===== src/rtl/product_accumulator_if.sv =====
// Handshake and data bundle for product_accumulator.
// master: the upstream/controlling side; slave: the accumulator itself.
interface product_accumulator_if #(
    parameter int M     = 4,
    parameter int N     = 4,
    parameter int ACC_W = M + N + 2
);
    logic             clear;
    logic [M+N-1:0]   prod_in;
    logic             in_valid;
    logic             in_ready;
    logic [ACC_W-1:0] sum;
    logic             out_valid;
    logic             out_ready;
    logic             ovf;

    modport master (
        output clear, prod_in, in_valid, out_ready,
        input  in_ready, sum, out_valid, ovf
    );

    modport slave (
        input  clear, prod_in, in_valid, out_ready,
        output in_ready, sum, out_valid, ovf
    );
endinterface


===== src/rtl/product_accumulator.sv =====
// product_accumulator: sums LEN consecutive products from an upstream
// multiplier and presents the total with a valid/ready handshake.
// Overflow (carry out of the accumulator) is flagged on ovf and is sticky
// until the next accumulation starts or clear is asserted.
// Build option: define ACC_SATURATE_EN to clamp the accumulator at all-ones
// on overflow; by default it wraps modulo 2^ACC_W.
//
// state | meaning
// IDLE  | waiting for the first product of a new result
// ACC   | summing products 2..LEN
// DONE  | result presented, waiting for out_ready
module product_accumulator #(
    parameter int M     = 4,
    parameter int N     = 4,
    parameter int LEN   = 4,
    parameter int ACC_W = M + N + 2
) (
    input  logic                  clk,
    input  logic                  rst,
    product_accumulator_if.slave  bus
);
    typedef enum logic [1:0] {IDLE, ACC, DONE} state_t;

    localparam logic [7:0] LEN_C = 8'(LEN);

    state_t           state;
    logic [ACC_W-1:0] acc;
    logic [7:0]       cnt;
    logic             ovf_r;
    logic             out_valid_r;
    logic             in_ready_r;

    logic [M+N-1:0]   prod;
    logic [ACC_W:0]   add_full;
    logic             carry;
    logic             accept;

    assign prod     = bus.prod_in;
    assign add_full = {1'b0, acc} + (ACC_W+1)'(prod);
    assign carry    = add_full[ACC_W];
    assign accept   = bus.in_valid && in_ready_r;

    assign bus.sum       = acc;
    assign bus.ovf       = ovf_r;
    assign bus.out_valid = out_valid_r;
    assign bus.in_ready  = in_ready_r;

    // Sequencer: clear beats both accept and handoff; outputs registered with state.
    always_ff @(posedge clk or negedge rst) begin
        if (!rst) begin
            state       <= IDLE;
            acc         <= '0;
            cnt         <= '0;
            ovf_r       <= 1'b0;
            out_valid_r <= 1'b0;
            in_ready_r  <= 1'b1;
        end else if (bus.clear) begin
            state       <= IDLE;
            acc         <= '0;
            cnt         <= '0;
            ovf_r       <= 1'b0;
            out_valid_r <= 1'b0;
            in_ready_r  <= 1'b1;
        end else begin
            case (state)
                IDLE: begin
                    if (accept) begin
                        acc   <= ACC_W'(prod);
                        cnt   <= 8'd1;
                        ovf_r <= 1'b0;
                        if (LEN_C == 8'd1) begin
                            state       <= DONE;
                            out_valid_r <= 1'b1;
                            in_ready_r  <= 1'b0;
                        end else begin
                            state <= ACC;
                        end
                    end
                end
                ACC: begin
                    if (accept) begin
`ifdef ACC_SATURATE_EN
                        // Once clamped, any further nonzero add carries again and stays clamped.
                        acc <= carry ? '1 : add_full[ACC_W-1:0];
`else
                        acc <= add_full[ACC_W-1:0];
`endif
                        if (carry) ovf_r <= 1'b1;
                        cnt <= cnt + 8'd1;
                        if (cnt + 8'd1 == LEN_C) begin
                            state       <= DONE;
                            out_valid_r <= 1'b1;
                            in_ready_r  <= 1'b0;
                        end
                    end
                end
                DONE: begin
                    // ovf is left as-is here so the consumer can still read it after handoff.
                    if (bus.out_ready) begin
                        state       <= IDLE;
                        acc         <= '0;
                        cnt         <= '0;
                        out_valid_r <= 1'b0;
                        in_ready_r  <= 1'b1;
                    end
                end
                default: begin
                    state       <= IDLE;
                    out_valid_r <= 1'b0;
                    in_ready_r  <= 1'b1;
                end
            endcase
        end
    end
endmodule


===== src/flat_wrapper.sv =====
// flat-port wrapper written by rule: the top's interface ports become plain ports
module product_accumulator_flat 
#(
    parameter int M     = 4,
    parameter int N     = 4,
    parameter int LEN   = 4,
    parameter int ACC_W = M + N + 2
)
  (clk, rst, bus_clear, bus_prod_in, bus_in_valid, bus_out_ready, bus_in_ready, bus_sum, bus_out_valid, bus_ovf);
  product_accumulator_if #(.M(M), .N(N), .ACC_W(ACC_W)) bus_i ();
  input  logic clk;
  input  logic rst;
  input wire logic [$bits(bus_i.clear)-1:0] bus_clear;
  input wire logic [$bits(bus_i.prod_in)-1:0] bus_prod_in;
  input wire logic [$bits(bus_i.in_valid)-1:0] bus_in_valid;
  input wire logic [$bits(bus_i.out_ready)-1:0] bus_out_ready;
  output wire logic [$bits(bus_i.in_ready)-1:0] bus_in_ready;
  output wire logic [$bits(bus_i.sum)-1:0] bus_sum;
  output wire logic [$bits(bus_i.out_valid)-1:0] bus_out_valid;
  output wire logic [$bits(bus_i.ovf)-1:0] bus_ovf;
  assign bus_i.clear = bus_clear;
  assign bus_i.prod_in = bus_prod_in;
  assign bus_i.in_valid = bus_in_valid;
  assign bus_i.out_ready = bus_out_ready;
  assign bus_in_ready = bus_i.in_ready;
  assign bus_sum = bus_i.sum;
  assign bus_out_valid = bus_i.out_valid;
  assign bus_ovf = bus_i.ovf;
  product_accumulator #(.M(M), .N(N), .LEN(LEN), .ACC_W(ACC_W)) u_core (.clk(clk), .rst(rst), .bus(bus_i));
endmodule

===== config.mk =====
export PLATFORM = sky130hd
export DESIGN_NAME = product_accumulator_flat
export DESIGN_NICKNAME = d
export VERILOG_FILES = /design/src/rtl/product_accumulator_if.sv /design/src/rtl/product_accumulator.sv /design/src/flat_wrapper.sv
export SDC_FILE = /design/constraint.sdc
export NUM_CORES = 1
export LEC_CHECK = 0
export CAP_MARGIN = 5
export CORE_ASPECT_RATIO = 1.75
export CORE_MARGIN = 1
export CORE_UTILIZATION = 30
export DETAILED_ROUTE_END_ITERATION = 12
export HOLD_SLACK_MARGIN = 0.06
export PLACE_DENSITY_LB_ADDON = 0.2
export SLEW_MARGIN = 20
export SYNTH_ARGS = -nofsm -noshare
export SYNTH_HDL_FRONTEND = slang
export SYNTH_SLANG_ARGS = --single-unit

===== constraint.sdc =====
create_clock -name clk -period 6.1 [get_ports clk]
set_input_delay 0.915 -clock clk [delete_from_list [all_inputs] [get_ports clk]]
set_output_delay 0.915 -clock clk [all_outputs]
set_load 0.02 [all_outputs]

After elaboration in Yosys (flattened, before gate mapping)

Cells that the tools add are included.

Equality and inequality tests: 9
$add $sub $neg: 2
Muxes and demuxes: 31
Reduce and logical (&&, ||, !) cells: 8

Operators by type and width:

| kind                                                                    | number |
|---|---|
| 10-bit two-way mux                                                      | 4 |
| 8-bit two-way mux                                                       | 4 |
| 10-bit case mux with 3 select lines                                     | 1 |
| 8-bit case mux with 3 select lines                                      | 1 |
| 4-bit AND reduction                                                     | 4 |
| 1-bit two-way mux                                                       | 12 |
| 3-bit by 2-bit inequality test with 1-bit output, second input constant | 4 |
| 10-bit by 8-bit adder with 11-bit output                                | 1 |
| 2-bit two-way mux                                                       | 5 |
| 8-bit by 1-bit adder with 8-bit output, second input constant           | 1 |
| 8-bit by 3-bit equality test with 1-bit output, second input constant   | 1 |
| 1-bit case mux with 3 select lines                                      | 2 |
| 2-bit case mux with 3 select lines                                      | 1 |
| 4-bit nonzero test                                                      | 1 |
| 3-bit inequality test, second input constant                            | 1 |
| 3-bit nonzero test                                                      | 1 |
| 2-bit by 1-bit equality test with 1-bit output, second input constant   | 1 |
| 2-bit equality test, second input constant                              | 1 |
| 2-bit logical NOT                                                       | 1 |
| 2-bit inequality test, second input constant                            | 1 |
| 1-bit case mux with 2 select lines                                      | 1 |
| 1-bit logical AND                                                       | 1 |

Bits of input ports: 13
Register bits: 23

Depth between registers and ports, before layout

Depth in word-level cells: 6
Mapped depth: 10

Least setup slack after synthesis

OpenSTA, ideal clock, no wires.

Kind: input-to-reg
Start point: input port bus_prod_in[0]
End point: register u_core.acc[6] (netlist: u_core.bus.sum[6])
Setup slack: 3.623 ns
Data arrival time: 2.341 ns
Stages on the path: 8
Cells stage by stage: ha_1 fa_1 a21o_1 a21oi_1 o21bai_1 a21oi_1 xor2_1 o22ai_1

Word-level cells in the longest chain between the ends: 4

Ends and longest elaborated chain:

| element                                  | RTL line                  | RTL |
|---|---|---|
| start, declared                          | flat_wrapper.sv:14        | `input wire logic [$bits(bus_i.prod_in)-1:0] bus_prod_in;` |
| 10-bit by 8-bit adder with 11-bit output | product_accumulator.sv:39 | `assign add_full = {1'b0, acc} + (ACC_W+1)'(prod);` |
| 10-bit two-way mux                       | product_accumulator.sv:81 | `if (accept) begin` |
| 10-bit case mux with 3 select lines      | product_accumulator.sv:65 | `case (state)` |
| 10-bit two-way mux                       | product_accumulator.sv:57 | `end else if (bus.clear) begin` |
| end signal, assigned                     | product_accumulator.sv:68 | `acc <= ACC_W'(prod);` |
| end signal, assigned                     | product_accumulator.sv:86 | `acc <= add_full[ACC_W-1:0];` |
| end, declared                            | product_accumulator.sv:27 | `logic [ACC_W-1:0] acc;` |

Every way passes these cells. The select of a mux whose other input is x is not followed.
A chain may end at the register's enable or synchronous reset.

Final worst setup path

Same ends and word-level chain as after synthesis.

==> results.py <==
metrics = {
    "floorplan": {
        "initial_utilization_pct": 31.5,
        "die-area_um2": 5920,
        "die_x_um": 58.6,
        "fp.dieH_um": 101,
        "core.rowCount": 35,
        "core_area_um2": 5340,
        "io_pins": 26,
    },
    "synthesis": {
        "synth_adder_area_share_pct": 11.6,
        "async_flop_share_pct": 100,
        "synth_edf_count": 0,
        "syn_area_um2": 1680,
        "synth_top_family_by_area": "compound AO/OA/AOI/OAI gates",
        "ys_types": 48,
        "synth_compound_area_share_pct": 23.6,
        "ys_ff_latch": 23,
        "yosys_warnings": 0,
        "netlist.area_leader.share_pct": 32.8,
        "synth_fp_nets": 211,
        "seq_area_frac_synth_pct": 34.3,
        "syn_inst": 183,
        "yosysMostFrequentCell": "dfrtp_1",
        "synthXorXnorAreaFrac_pct": 4.17,
        "synth_mux_area_share_pct": 4.24,
        "synth_top_flop_cell": "dfrtp_1",
        "ys_top_cells_by_count": "dfrtp_1 (22), ha_1 (14), nand2_1 (13)",
        "synth-simple-area-share_pct": 18.2,
        "ys_top_cells_by_area": "dfrtp_1 (33%), ha_1 (10%), mux2i_1 (3.6%)",
        "yosys.area.top_type": "dfrtp_1",
        "syn_avg_cell_area_um2": 9.18,
    },
    "cts": {
        "htree_levels": 1,
        "clk_pin_slew_ns": 0.09,
        "cts-root-buf": "clkbuf_8",
        "hold_buffers": 0,
        "cts_sinks": 23,
        "ctsResizeCount": 0,
        "cts_tree": "yes",
        "cts.path.max_buffers": 2,
        "cts-buffers-inserted": 3,
        "post_cts_buffers": 0,
        "worstSkewPairLatency_ns": 0.27,
    },
    "sta": {
        "tns_ns": 0,
        "tightest_slew_ns": 0.608,
        "rsz0062_at_grt": "false",
        "fmax_ghz": 0.353,
        "setup_viol": 0,
        "hold_viol_final": 0,
        "fin_worst_skew_ns": 0.00900,
        "drv_slew": 0,
        "whs_ns": 0.514,
        "min_period_ns": 2.83,
        "relSlewSlack_pct": 59.3,
        "post-route-period-util_pct": 46.4,
    },
    "power_and_ir_drop": {
        "ir_worst_vdd_mv": 0.0817,
        "power.density_nw_per_um2": 208,
        "total_power_uw": 426,
        "p_leak_nw": 0.885,
    },
    "worst_setup_path": {
        "start_kind": "input pin",
        "arrival_ns": 2.95,
        "crit_start": "bus_prod_in[0]",
        "crit_top_cell": "a21oi_1",
        "cp-endpoint": "u_core.bus.sum[6]",
        "worstPathCellList": "clkdlybuf4s50_1, ha_1, fa_1, a21o_1, a21oi_1, o21bai_1, a21oi_1, xor2_1, o22ai_1",
        "crit_required_ns": 6.22,
        "path_max_fanout": 3,
        "cp-end-kind": "register",
        "r2r_setup_slack_ns": 3.50,
        "r2r-start": "u_core.state[0]",
        "r2r_cells": 9,
        "cp.buffers_inverters": 1,
        "critical_path_class": "input pin to register",
        "max_stage_delay_ns": 0.43,
        "timing.rr.end": "u_core.bus.sum[9]",
        "cp.depth": 9,
        "crit_family": "compound AO/OA/AOI/OAI gates",
        "slowest_stage": "clkdlybuf4s50_1",
    },
    "placed_design": {
        "hpwl_um": 3060,
        "numPortBuffers": 25,
        "placed_cells": 276,
        "gp_congestion": 0.727,
    },
    "global_route": {
        "grtUsageMet2_pct": 27.9,
        "grt_use_met3_pct": 1.28,
        "antenna_found_initial": 0,
        "top_usage_layer": "met2",
        "grt_overflow": 0,
        "grt_max_degree": 24,
        "grt_pass1_wl_um": 6990,
        "met1_usage_pct": 18.4,
        "grt_use_total_pct": 15.3,
        "grt_pass1_vias": 1480,
    },
    "layout": {
        "layout-drive-gt1-share_pct": 5.83,
        "syn_to_final_growth_pct": 22.1,
        "n_antenna_cell": 0,
        "nets": 235,
        "final_cell_count_no_fill": 280,
    },
    "drt": {
        "drt_iter0_drc": 27,
        "drc": 0,
        "antenna_left": 0,
        "vias": 1425,
        "wire_per_inst_um": 14.1,
        "vias_per_cell": 5.09,
        "drt_wl_total_um": 3960,
        "drt-pass1-iter-count": 4,
    },
    "run": {
        "maxCapViolations": 0,
    },
    "status": {
        "status": "complete, no violations",
    },
    "worst_hold_path": {
        "hold_path_class": "register to register",
    },
}
[per-stage QoR]
step / setup WS (ns) / utilization, % / cell area [µm²]
final: 3.27 / 38.4 / 2050
after global placement: 2.95 / 37.6 / 2010
after global routing: 3.06 / 38.4 / 2050
after floorplan: 3.62 / - / 1680
after CTS: 3.26 / 38.4 / 2050
after detailed placement: 2.96 / 37.6 / 2010
[layer usage]
| layer | share of wire [%] | up-vias | routed length, µm |
|---|---|---|---|
| met1 | 43 | 682 | 1720 |
| met2 | 53 | 20 | 2100 |
| met3 | 2.6 | 2 | 104 |
| li1 | - | 721 | - |
| met4 | 0.73 | 0 | 29 |
| met5 | 0 | - | 0 |
[worst min path at each step]
| stage | start | end | slack (ns) | cells past startpoint |
|---|---|---|---|---|
| 4_1_cts | u_core.bus.out_valid | u_core.bus.out_valid | 0.53 | 2 |
| 6_report | u_core.bus.out_valid | u_core.bus.out_valid | 0.51 | 2 |
| 2_1_floorplan | u_core.cnt[3] | u_core.cnt[3] | 0.49 | 1 |
| 3_5_place_dp | u_core.bus.out_valid | u_core.bus.out_valid | 0.51 | 2 |
| 3_3_place_gp | u_core.bus.out_valid | u_core.bus.out_valid | 0.51 | 2 |
| 5_1_grt | u_core.bus.out_valid | u_core.bus.out_valid | 0.55 | 2 |
[worst min-delay path: cells and delay by family, from the launching register on]
family	cells	cell delay [ns]
buffers and inverters	1	0.05
DFF	1	0.38
AOI/OAI and AO/OA	1	0.05
[report_power, final]
group	switching [mW]	leakage, nW	internal, mW
combinational	0.0847	0.553	0.0710
sequential	0.0113	0.309	0.163
clock	0.0498	0.0228	0.0466
total	0.146	0.885	0.280
[cell families after synthesis]
kind of cell,count (synthesis)
flops,23
compound gates,58
mux,7
fa+ha+maj,15
xor+xnor,8
buf+inv,17
simple gates,55
[layout make-up]
cell class	instances	area (µm²)
tap	74	92.6
inverter	9	33.8
multi-input combinational	143	1040
sequential	23	577
timing repair buffer	27	265
fill	591	3290
clock buffer	4	45.0
[cell usage in the layout, fill, tap and decap left out, types with 5 or more instances in the layout]
master           count
a21o_1               5
nand3_1              5
mux2i_1              6
xnor2_1              6
a21oi_1             11
a31oi_1              6
nor2_1               8
inv_1                9
ha_1                14
nor2b_1              7
dfrtp_1             22
o21ai_1             10
o31ai_1              5
nand2_1             13
clkdlybuf4s50_1     25
[flip-flops by register name, indices dropped and copies added (netlist names)]
register	flops
u_core.bus.in_ready	1
u_core.bus.out_valid	1
u_core.bus.ovf	1
u_core.bus.sum	10
u_core.cnt	8
u_core.state	2
Power figures use the tool's default switching activity.
